**config.mk**
```make
export PLATFORM = sky130hd
export DESIGN_NAME = rsa_modexp_flat
export DESIGN_NICKNAME = d
export VERILOG_FILES = /design/src/rtl/rsa_modexp_if.sv /design/src/rtl/rsa_modexp.sv /design/src/flat_wrapper.sv
export SDC_FILE = /design/constraint.sdc
export NUM_CORES = 1
export LEC_CHECK = 0
export BUFFER_PORTS_ARGS = -buffer_cell sky130_fd_sc_hd__buf_2
export CAP_MARGIN = 20
export CORE_ASPECT_RATIO = 1.4
export CORE_MARGIN = 3
export CORE_UTILIZATION = 50
export CTS_CLUSTER_SIZE = 25
export DETAILED_ROUTE_END_ITERATION = 8
export PLACE_DENSITY_LB_ADDON = 0.15
export SLEW_MARGIN = 20
export SYNTH_ARGS = -nofsm -noshare
export SYNTH_HDL_FRONTEND = slang
export SYNTH_SLANG_ARGS = --single-unit
```
**constraint.sdc**
```tcl
create_clock -name clk -period 6.1 [get_ports clk]
set_clock_uncertainty 0.1 [all_clocks]
set_input_delay 0.305 -clock clk [delete_from_list [all_inputs] [get_ports clk]]
set_output_delay 0.305 -clock clk [all_outputs]
set_load 0.02 [all_outputs]
```
**src/rtl/rsa_modexp_if.sv**
```systemverilog
// Handshake and operand bundle for rsa_modexp.
// master drives en/start/P/E/M/Const; slave returns busy/eoc/C.
interface rsa_modexp_if #(
  parameter int WIDTH = 8
);
  logic             en;
  logic             start;
  logic [WIDTH-1:0] P;
  logic [WIDTH-1:0] E;
  logic [WIDTH-1:0] M;
  logic [WIDTH-1:0] Const;
  logic             busy;
  logic             eoc;
  logic [WIDTH-1:0] C;

  modport master (
    output en, start, P, E, M, Const,
    input  busy, eoc, C
  );

  modport slave (
    input  en, start, P, E, M, Const,
    output busy, eoc, C
  );
endinterface

```
**src/rtl/rsa_modexp.sv**
```systemverilog
// Modular exponentiation C = M^E mod P using bit-serial Montgomery products.
// Ports: clk, rst (sync, active-high), bus (rsa_modexp_if.slave).
module rsa_modexp #(
  parameter int WIDTH = 8
) (
  input logic         clk,
  input logic         rst,
  rsa_modexp_if.slave bus
);
  localparam int SW = WIDTH + 2;
  localparam int JW = $clog2(WIDTH + 1);
  localparam int IW = (WIDTH > 2) ? $clog2(WIDTH) : 1;
  localparam logic [WIDTH-1:0] UNIT = 1;

  typedef enum logic [2:0] {
    IDLE, MM_MBAR, MM_ONE, SQR, MUL, FINAL, DONE
  } state_e;

  state_e           state_q, state_d;
  logic [JW-1:0]    j_q, j_d;
  logic [IW-1:0]    i_q, i_d;
  logic [SW-1:0]    s_q, s_d;
  logic [WIDTH-1:0] p_q, p_d;
  logic [WIDTH-1:0] e_q, e_d;
  logic [WIDTH-1:0] m_q, m_d;
  logic [WIDTH-1:0] k_q, k_d;
  logic [WIDTH-1:0] mbar_q, mbar_d;
  logic [WIDTH-1:0] a_q, a_d;
  logic [WIDTH-1:0] c_q, c_d;

  logic [WIDTH-1:0] x_op, y_op, x_sh, res;
  logic [SW:0]      s_sum;
  logic [SW-1:0]    s_nxt, s_corr, p_ext;
  logic             mm_last;

  always_ff @(posedge clk) begin
    if (rst) begin
      state_q <= IDLE;
      j_q     <= '0;
      i_q     <= '0;
      s_q     <= '0;
      p_q     <= '0;
      e_q     <= '0;
      m_q     <= '0;
      k_q     <= '0;
      mbar_q  <= '0;
      a_q     <= '0;
      c_q     <= '0;
    end else if (bus.en) begin
      state_q <= state_d;
      j_q     <= j_d;
      i_q     <= i_d;
      s_q     <= s_d;
      p_q     <= p_d;
      e_q     <= e_d;
      m_q     <= m_d;
      k_q     <= k_d;
      mbar_q  <= mbar_d;
      a_q     <= a_d;
      c_q     <= c_d;
    end
  end

  always_comb begin
    state_d = state_q;
    j_d     = j_q;
    i_d     = i_q;
    s_d     = s_q;
    p_d     = p_q;
    e_d     = e_q;
    m_d     = m_q;
    k_d     = k_q;
    mbar_d  = mbar_q;
    a_d     = a_q;
    c_d     = c_q;
    x_op    = '0;
    y_op    = '0;

    unique case (state_q)
      MM_MBAR: begin x_op = m_q;  y_op = k_q;    end
      MM_ONE:  begin x_op = UNIT; y_op = k_q;    end
      SQR:     begin x_op = a_q;  y_op = a_q;    end
      MUL:     begin x_op = a_q;  y_op = mbar_q; end
      FINAL:   begin x_op = a_q;  y_op = UNIT;   end
      default: ;
    endcase

    // One Montgomery step: add X[j]*Y, make even with P, halve.
    x_sh  = x_op >> j_q;
    p_ext = {2'b00, p_q};
    s_sum = {1'b0, s_q}
          + (x_sh[0] ? {3'b000, y_op} : '0);
    if (s_sum[0])
      s_sum = s_sum + {1'b0, p_ext};
    s_nxt   = s_sum[SW:1];
    s_corr  = (s_q >= p_ext) ? s_q - p_ext : s_q;
    res     = s_corr[WIDTH-1:0];
    mm_last = (j_q == JW'(WIDTH));

    unique case (state_q)
      IDLE: begin
        if (bus.start) begin
          p_d     = bus.P;
          e_d     = bus.E;
          m_d     = bus.M;
          k_d     = bus.Const;
          s_d     = '0;
          j_d     = '0;
          state_d = MM_MBAR;
        end
      end
      DONE: state_d = IDLE;
      default: begin
        if (!mm_last) begin
          s_d = s_nxt;
          j_d = j_q + JW'(1);
        end else begin
          // Correction cycle also decides the next product.
          s_d = '0;
          j_d = '0;
          unique case (state_q)
            MM_MBAR: begin
              mbar_d  = res;
              state_d = MM_ONE;
            end
            MM_ONE: begin
              a_d     = res;
              i_d     = IW'(WIDTH - 1);
              state_d = SQR;
            end
            FINAL: begin
              c_d     = res;
              state_d = DONE;
            end
            default: begin
              a_d = res;
              if (state_q == SQR && e_q[i_q]) begin
                state_d = MUL;
              end else if (i_q != '0) begin
                i_d     = i_q - IW'(1);
                state_d = SQR;
              end else begin
                state_d = FINAL;
              end
            end
          endcase
        end
      end
    endcase
  end

  assign bus.busy = (state_q != IDLE);
  assign bus.eoc  = (state_q == DONE);
  assign bus.C    = c_q;
endmodule

```
**src/flat_wrapper.sv**
```systemverilog
// flat-port wrapper written by rule: the top's interface ports become plain ports
module rsa_modexp_flat 
#(
  parameter int WIDTH = 8
)
  (clk, rst, bus_en, bus_start, bus_P, bus_E, bus_M, bus_Const, bus_busy, bus_eoc, bus_C);
  rsa_modexp_if #(.WIDTH(WIDTH)) bus_i ();
  input logic clk;
  input logic rst;
  input wire logic [$bits(bus_i.en)-1:0] bus_en;
  input wire logic [$bits(bus_i.start)-1:0] bus_start;
  input wire logic [$bits(bus_i.P)-1:0] bus_P;
  input wire logic [$bits(bus_i.E)-1:0] bus_E;
  input wire logic [$bits(bus_i.M)-1:0] bus_M;
  input wire logic [$bits(bus_i.Const)-1:0] bus_Const;
  output wire logic [$bits(bus_i.busy)-1:0] bus_busy;
  output wire logic [$bits(bus_i.eoc)-1:0] bus_eoc;
  output wire logic [$bits(bus_i.C)-1:0] bus_C;
  assign bus_i.en = bus_en;
  assign bus_i.start = bus_start;
  assign bus_i.P = bus_P;
  assign bus_i.E = bus_E;
  assign bus_i.M = bus_M;
  assign bus_i.Const = bus_Const;
  assign bus_busy = bus_i.busy;
  assign bus_eoc = bus_i.eoc;
  assign bus_C = bus_i.C;
  rsa_modexp #(.WIDTH(WIDTH)) u_core (.clk(clk), .rst(rst), .bus(bus_i));
endmodule
```
==> metrics.txt <==
Starting Density=51.7%; pin count of the biggest net entering global routing=86; critical path depth=18; Synth async-reset ratio=0%; Syn Nets=708; status=finished clean; WL final=13.8 mm; Worst path top cell family by delay=compound AO/OA/AOI/OAI gates; Yosys reg bits=76; Initial DRT Pass Iterations=5; clk_lat worst skew=0.34 ns; die footprint=0.0111 sq mm; TritonCTS buffer count=9; first-pass GRT wire length=about 23 mm; total of warnings raised by yosys=0; crit path cell chain=inv_1 > a21o_1 > a22o_1 > mux4_2 > a2bb2oi_4 > nor2_1 > ha_1 > fa_1 > a21o_1 > a21oi_1 > xnor2_1 > ha_1 > o21a_1 > o31a_1 > o21a_1 > o41a_1 > xnor2_1 > o21ai_0; GRT overflow=0; Synth Instances=approximately 640; Post-Syn Area=0.00494 sq mm; WP buf/inv=1; area growth from synthesis to layout=11.2%; peak fanout along the critical path=23; diode count=0; CTS H-tree depth=3; post-cts resize count=0; min Tclk post-route=5.17 ns; type of element capturing the critical path=register; worst-margin pin slew=roughly 1.1 ns; RSZ-0062 raised after global routing=false; # IOs=46; sequential fraction of the synthesis area=a little under a third; DRC=0; critical path type=reg2reg; clock root cell=clkbuf_16; WP data arrival=5.33 ns; HPWL Detailed=10.5 mm; drt initial violations=410; Worst R2R Setup Slack=0.93 ns; Final Slew Violations=0; # hold bufs at CTS=0; Synth area leader=dfxtp_1; core area=0.00956 sq mm; vias in the first global route=4626; multi-input logic area=0.00317 sq mm; Vias=4842; synth cell count leaders=nand2_1, dfxtp_1, nor2_1; number of cells on the worst reg-to-reg path=18; Peak VDD IR=0.152 mV; Total Routing Usage GR=25.4%; Pleak=0.00202 uW; final setup TNS=0 ns; pwr/cell area=213 mW/mm^2; Reg-to-Reg Start=u_core.state_q[1]$_SDFFE_PP0P_; layout cells sized above 1=about an eighth; post-synth top area share=30.8%; Startpoint Class=register; number of flops mapped to enable cells by yosys=0; Max transition margin=29.8%; Hold Vio Cnt, Final=0; initial antenna violation count=0; Slowest-stage cell, CP=dfxtp_1; top-count cell post-synth=nand2_1; fmax=~0.19 GHz; Tcrit/Tclk final=84.7%; hold crit path type=in2reg; Final Setup Violations=0; wire length per cell after detailed routing=17.2 microns; Min-Delay Path Depth=3; worst reg2reg path endpoint=u_core.s_q[7]$_SDFFE_PP0P_; Hold Crit Start=bus_Const[3]; Via-to-Cell Ratio=roughly 6.0; dominant synthesized flop cell=dfxtp_1; final net count=734; RePlAce Congestion=0.927; Clk pin slew, worst setup/hold paths=0.06 ns; Total Power=1170 uW; Storage cell area=roughly 0.0015 sq mm; hold path endpoint=u_core.k_q[3]$_SDFFE_PP0P_; # rows=42; Max Cap Viol=0; Post-CTS Setup Inserts=0; # fillers=900; Num Clock Sinks=76; port buffer count=45; main area contributors after synthesis=dfxtp_1, nand2_1, ha_1, a21oi_1, nor2_1; post-synthesis area per instance=7.70 sq um; synth unique cells=72; Die W=90.0 microns; DRT antenna net count=0; TritonCTS clock tree=built; Die H=124 microns; clk buf depth=2; critical path's largest stage delay=0.77 ns; CP Data Required Time=6.26 ns
[flip-flops by register name (all words and copies together) (netlist names)]
name,flops
u_core.i_q,3
u_core.a_q,8
u_core.j_q,4
u_core.m_q,8
u_core.k_q,8
u_core.bus.C,8
u_core.state_q,3
u_core.e_q,8
u_core.mbar_q,8
u_core.s_q,10
u_core.p_q,8
[cells by family after synthesis]
kind of cell	synth area share, %
compound gates	26.6
simple gates	23.1
xor+xnor	2.48
mux	3.87
flops	30.8
fa+ha+maj	8.05
buf+inv	5.16
[through the flow]
stage / util (%) / area [sq um] / setup WS (ns) / std cells / hold slack [ns]
5_1_grt: 57.5 / 5500 / 0.548 / 805 / 0.100
2_1_floorplan: - / 4940 / 1.84 / 642 / 0.333
4_1_cts: 57.5 / 5500 / 0.985 / 805 / 0.0895
3_3_place_gp: 54.4 / 5200 / 1.15 / 787 / 0.342
3_5_place_dp: 54.6 / 5220 / 1.01 / 789 / 0.346
6_report: 57.5 / 5500 / 0.931 / 805 / 0.0953
[power breakdown]
| part | switching (uW) | internal, uW | total [uW] |
|---|---|---|---|
| clock | 218 | 276 | 494 |
| sequential | 17.4 | 509 | 526 |
| combinational | 92.5 | 56.8 | 149 |
| total | 328 | 842 | 1170 |
[cells in the final DEF (no fill, tap or decap), drive strengths merged, types with 4 or more instances in the layout]
cell,instances
and3,4
clkbuf,9
inv,24
nor3b,4
o21ai,30
dfxtp,76
a311oi,18
clkinv,4
a21oi,67
xnor2,11
a22oi,4
nor3,25
ha,27
o311ai,7
nor2b,6
a211oi,11
a31oi,4
o21a,7
nand3b,6
nor2,75
or3,4
nand3,16
nand2,93
buf,52
o211ai,5
a21o,5
nand2b,9
mux2i,9
[tightest hold or removal path: stages]
cell	delay (ns)
buf_2	0.09
nand2_1	0.04
a21oi_1	0.05
[area by class of cell]
class | instances | share of cell area, %
Multi-Input combinational cell | 506 | 57.6
Sequential cell | 76 | 27.7
Clock buffer | 9 | 4.10
Tap cell | 132 | 3.00
Clock inverter | 7 | 0.933
Inverter | 23 | 1.57
Timing Repair Buffer | 52 | 5.08
[routing by layer]
metal,track usage (%),share of wire (%),vias up
met3,3.69,4.3,54
met2,42.9,48,160
met5,0,0,-
li1,-,-,2381
met4,17.3,6.5,0
met1,30.1,41,2247
[how the worst max path moves through the flow]
stage | slack, ns | startpoint | end
after floorplan | 1.84 | u_core.state_q[0]$_SDFFE_PP0P_ | u_core.s_q[7]$_SDFFE_PP0P_
after global placement | 1.15 | u_core.state_q[1]$_SDFFE_PP0P_ | u_core.s_q[7]$_SDFFE_PP0P_
after detailed placement | 1.01 | u_core.state_q[1]$_SDFFE_PP0P_ | u_core.s_q[7]$_SDFFE_PP0P_
after CTS | 0.98 | u_core.state_q[1]$_SDFFE_PP0P_ | u_core.s_q[7]$_SDFFE_PP0P_
after global routing | 0.55 | u_core.state_q[1]$_SDFFE_PP0P_ | u_core.s_q[9]$_SDFFE_PP0P_
final | 0.93 | u_core.state_q[1]$_SDFFE_PP0P_ | u_core.s_q[7]$_SDFFE_PP0P_
(Power assumes the default switching activity.)
